===== src/rtl/usb_tx_scheduler_pkg.sv =====
// Shared types and defaults for the USB transmit scheduler.
package usb_tx_pkg;

  typedef enum logic [2:0] {
    IDLE,
    START,
    WAIT_ACK,
    RETRY,
    DONE,
    FAIL
  } state_t;

  // Requester indices: encrypted-data channel and status channel
  localparam int unsigned REQ_DATA   = 0;
  localparam int unsigned REQ_STATUS = 1;

  localparam int unsigned DEFAULT_TIMEOUT_CYCLES = 1024;
  localparam int unsigned DEFAULT_MAX_RETRIES    = 3;

endpackage


===== src/rtl/usb_tx_scheduler_rr_arb2.sv =====
// Combinational two-way round-robin pick; the last-served index is held by the caller.
module rr_arb2
  import usb_tx_pkg::*;
(
  input  logic [1:0] req,
  input  logic       last_served,
  output logic [1:0] win
);

  // On contention the requester that was not served last wins
  always_comb begin
    win = '0;
    if (req[REQ_DATA] && req[REQ_STATUS]) begin
      win[REQ_DATA]   = last_served;
      win[REQ_STATUS] = ~last_served;
    end else begin
      win = req;
    end
  end

endmodule


===== src/rtl/usb_tx_scheduler.sv =====
// Transaction scheduler: arbitrates two payload requesters, launches one
// transaction to the transmit control unit, waits for ack with timeout/retry.
module usb_tx_scheduler
  import usb_tx_pkg::*;
#(
  parameter int unsigned TIMEOUT_CYCLES = DEFAULT_TIMEOUT_CYCLES,
  parameter int unsigned MAX_RETRIES    = DEFAULT_MAX_RETRIES
) (
  input  logic        clk,
  input  logic        n_rst,
  input  logic [1:0]  req,
  input  logic [63:0] req_data0,
  input  logic [63:0] req_data1,
  output logic [1:0]  grant,
  output logic        trans_data_ready,
  output logic [63:0] trans_data,
  input  logic        idle_transmitting,
  input  logic        handshake_ack,
  output logic        busy,
  output logic        done,
  output logic        fail,
  output logic        done_id
);

  localparam int unsigned TW = $clog2(TIMEOUT_CYCLES);
  localparam int unsigned RW = (MAX_RETRIES > 0) ? $clog2(MAX_RETRIES + 1) : 1;
  localparam logic [TW-1:0] T_LAST = TW'(TIMEOUT_CYCLES - 1);
  localparam logic [RW-1:0] R_MAX  = RW'(MAX_RETRIES);

  state_t        state;
  state_t        state_nx;
  logic [TW-1:0] timeout_cnt;
  logic [RW-1:0] retry_cnt;
  logic          retrying;
  logic          sel;
  logic          last_served;
  logic [1:0]    win;
  logic          launch;

  rr_arb2 u_arb (
    .req         (req),
    .last_served (last_served),
    .win         (win)
  );

  assign launch  = (state == IDLE) && (|req) && idle_transmitting;
  assign done_id = sel;

  // State register
  always_ff @(posedge clk or negedge n_rst) begin
    if (!n_rst) state <= IDLE;
    else        state <= state_nx;
  end

  // Next-state decode; ack takes priority over the final timeout cycle
  always_comb begin
    state_nx = state;
    case (state)
      IDLE:     if (launch) state_nx = START;
      START:    state_nx = WAIT_ACK;
      WAIT_ACK: begin
        if (handshake_ack)            state_nx = DONE;
        else if (timeout_cnt == T_LAST) state_nx = (retry_cnt < R_MAX) ? RETRY : FAIL;
      end
      RETRY:    if (idle_transmitting) state_nx = START;
      DONE:     state_nx = IDLE;
      FAIL:     state_nx = IDLE;
      default:  state_nx = IDLE;
    endcase
  end

  // Moore output decode; grant is suppressed on retried launches
  always_comb begin
    grant            = '0;
    trans_data_ready = 1'b0;
    done             = 1'b0;
    fail             = 1'b0;
    busy             = (state != IDLE);
    case (state)
      START: begin
        trans_data_ready = 1'b1;
        if (!retrying) grant[sel] = 1'b1;
      end
      DONE:    done = 1'b1;
      FAIL:    fail = 1'b1;
      default: ;
    endcase
  end

  // Payload capture, arbitration history, timeout and retry bookkeeping
  always_ff @(posedge clk or negedge n_rst) begin
    if (!n_rst) begin
      trans_data  <= '0;
      sel         <= 1'b0;
      last_served <= 1'b1;
      timeout_cnt <= '0;
      retry_cnt   <= '0;
      retrying    <= 1'b0;
    end else begin
      case (state)
        IDLE: begin
          if (launch) begin
            trans_data  <= win[REQ_STATUS] ? req_data1 : req_data0;
            sel         <= win[REQ_STATUS];
            last_served <= win[REQ_STATUS];
            retry_cnt   <= '0;
            retrying    <= 1'b0;
          end
        end
        START:    timeout_cnt <= '0;
        WAIT_ACK: begin
          if (!handshake_ack && (timeout_cnt != T_LAST))
            timeout_cnt <= timeout_cnt + TW'(1);
        end
        RETRY: begin
          if (idle_transmitting) begin
            retry_cnt <= retry_cnt + RW'(1);
            retrying  <= 1'b1;
          end
        end
        default: ;
      endcase
    end
  end

endmodule

===== config.mk =====
export PLATFORM = sky130hd
export DESIGN_NAME = usb_tx_scheduler
export DESIGN_NICKNAME = d
export VERILOG_FILES = /design/src/rtl/usb_tx_scheduler_pkg.sv /design/src/rtl/usb_tx_scheduler_rr_arb2.sv /design/src/rtl/usb_tx_scheduler.sv
export SDC_FILE = /design/constraint.sdc
export NUM_CORES = 1
export LEC_CHECK = 0
export CORE_MARGIN = 5
export CORE_UTILIZATION = 36
export CTS_CLUSTER_SIZE = 30
export DETAILED_ROUTE_END_ITERATION = 10
export GPL_ROUTABILITY_DRIVEN = 0
export GPL_TIMING_DRIVEN = 0
export MAX_ROUTING_LAYER = met4
export PLACE_DENSITY = 0.78
export REMOVE_ABC_BUFFERS = 1
export SYNTH_ARGS = -nofsm -noshare
export SYNTH_HDL_FRONTEND = slang
export SYNTH_SLANG_ARGS = --single-unit

===== constraint.sdc =====
create_clock -name clk -period 1.5 [get_ports clk]
set_input_delay 0.3 -clock clk [delete_from_list [all_inputs] [get_ports clk]]
set_output_delay 0.3 -clock clk [all_outputs]
set_load 0.01 [all_outputs]

==> impl_metrics.toml <==
[outcome]
status = "finished, violations left"
violations = "negative setup slack"

[critical_path]
worstPathMaxFanout = 7
critPathArrivalTime_ns = 1.51
crit_path_frequent_cell = "buf_6"
required_ns = 1.20
cpPeakStageDelay_ns = 0.45
crit_start = "state[2]"
crit_chain = "buf_6, nor3_4, inv_2, buf_6, buf_6"
cp-end-kind = "output port"
worstReg2RegStart = "state[0]"
crit_type = "reg -> out"
crit_slowest_cell = "dfrtp_2"
startpoint_type = "flip-flop"

[synthesis]
synthCells = 389
synthArstFlopShare = 1.00
synthTopCellsByCount = "dfrtp_1 (81), nor2_1 (73), a21oi_1 (72)"
syn_area_um2 = 3940
ys_ff_latch = 82
synthFlopType = "dfrtp_1"
synth.most_common_cell = "dfrtp_1"
yosys.area.top_type = "dfrtp_1"
ys_seq_area_frac = 0.521
synth_area_leaders = "dfrtp_1 (51%), mux2i_1 (17%), a21oi_1 (9.1%)"
synth_edf_count = 0
synth_cell_types = 39
synth_top_area_share = 0.514
synth.avg_cell_area_um2 = 10.1
yosys_warnings = 0

[layout]
design_area_um2 = 8070
fin_nets = 793
diodes = 0
synthToLayoutAreaGrowth_pct = 105
final-seq-area_um2 = 2060
drive_gt1_frac = 0.381
fin_cells = 801
fillers = 681
utilization = 0.748
multi_input_area_um2 = 2580

[global_routing]
grt_pass1_wl_mm = 24.3
grt_pass1_vias = 4495
grt_util_all_layers = 0.246
overflow = 0
grt_antenna_before_repair = 0
top_usage_layer = "met2"
met3_usage = 0.0486
grtUsageMet1 = 0.270
grt_use_met2 = 0.440
grt_max_degree = 51

[floorplanning]
die-area_um2 = 13100
core_area_um2 = 10800
initial_core_util = 0.365
std_cell_rows = 38
die_w_um = 115
io_pins = 205
die_h_um = 115

[drt]
first_iter_violations = 200
vias_per_cell = 5.36
wl_per_cell_um = 21.7
antenna_left = 0
totalWireLength_mm = 17.4
post-route-drc-count = 0
dr.pass1.iters = 5
num_vias = 4294

[timing]
fin_hold_ws_ns = 0.456
finalHoldViolCount = 0
clock-skew-final_ns = 0.0115
period_needed_ns = 1.81
final-max-slew-violation-count = 0
finalSetupViolations = 85
fin_tns_setup_ns = -17.72
fmax_mhz = 553
relSlewSlack = 0.640
setup_slack_ns = -0.309
worst_pin_slew_ns = 0.540
rsz0062_at_grt = "true"
fin_crit_sh = 1.21

[pwr]
p_int_mw = 8.75
switching_power_mw = 5.51
swShare = 0.386
clkPwrFrac = 0.163
seqPwrFrac = 0.295
peakVddDrop_uv = 1330
power_density_nw_per_um2 = 1770
finalPower_mw = 14.3
power.combinational.fraction = 0.542
leakagePower_nw = 3.29

[clock_tree]
root_buffer = "clkbuf_8"
path_clk_slew_ns = 0.09
clk_latency_ns = 0.36
cts_buffers = 9
cts_num_sinks = 82
cts_tree = "done"
cts_htree_levels = 3
clk_path_buf_depth = 2

[place]
dp_hpwl_mm = 9.18
pre_cts_ws_ns = -0.992
post-place-cells = 715
placed_area_um2 = 6170
portBuffers = 204

[run]
cap_viol_max_count = 0

[min_path]
hp-class = "in -> async"
power by group through the flow:
stage	Clock (mW)	Sequential [mW]	Combinational, mW
detailed placement	0	3.90	5.07
global route	2.45	4.33	8.17
CTS	2.30	3.87	6.59
floorplan	0	4.26	1.94
finish	2.33	4.21	7.73
global placement	0	3.84	4.95
path summary, 6_finish.rpt:
check	endpoint	slack, ns	depth (start not counted)
worst max-delay path	busy	-0.31	5
worst min-delay path	trans_data[37]	0.46	2
worst max register to register	timeout_cnt[4]	-0.31	6
worst min register to register	trans_data[27]	0.53	2
max in group asynchronous	trans_data[8]	0.43	3
min in group clk	trans_data[27]	0.53	2
logic make-up after synthesis:
family          count (synthesis)  synth area share
simple gates                  116             0.141
compound gates                 95             0.129
flops                          82             0.521
mux                            67             0.170
buf+inv                        27            0.0327
fa+ha+maj                       2           0.00635
flip-flops by register name, summed over array words and instances, names as in the netlist:
name,cells
timeout_cnt,10
retrying,1
trans_data,64
last_served,1
done_id,1
state,3
retry_cnt,2
per-layer routing:
| metal | share of wire | wire [µm] |
|---|---|---|
| met5 | 0 | 0 |
| met4 | 0.025 | 439 |
| met3 | 0.067 | 1170 |
| met2 | 0.54 | 9420 |
| met1 | 0.37 | 6370 |
area by class of cell:
type,instances,area share
timing repair buffer,278,0.366
sequential,82,0.255
clock buffer,10,0.0170
multi-input combinational,282,0.319
clock inverter,5,0.0186
inverter,4,0.00217
tap,140,0.0217
layout by cell type, fill, tap and decap left out, types with 5 or more instances in the layout:
cell type	n
buf_8	6
nand2_1	7
mux2i_1	67
o21ai_0	5
bufinv_16	5
a21oi_2	62
buf_6	20
buf_4	28
buf_16	9
nor2_1	14
dfrtp_1	77
buf_12	12
dlygate4sd2_1	68
nor2_4	46
nand3_1	6
nor2_2	14
a21oi_1	8
clkdlybuf4s50_1	129
clkbuf_8	10
critical path, delay by kind of cell, from the launching register on:
kind	cells	cell delay (ns)
buffers and inverters	4	0.48
AND/OR/NAND/NOR	1	0.22
flip-flops	1	0.45
timing repair:
item / CTS / global route
hold buffers: 1 / 0
cloned: 16 / 1
buffers inserted: 46 / 21
pin swaps: 13 / 18
setup endpoints to repair: 150 / 86
gates resized for setup: 223 / 140
hold endpoints to repair: 31 / 0
Power figures use the tool's default switching activity.
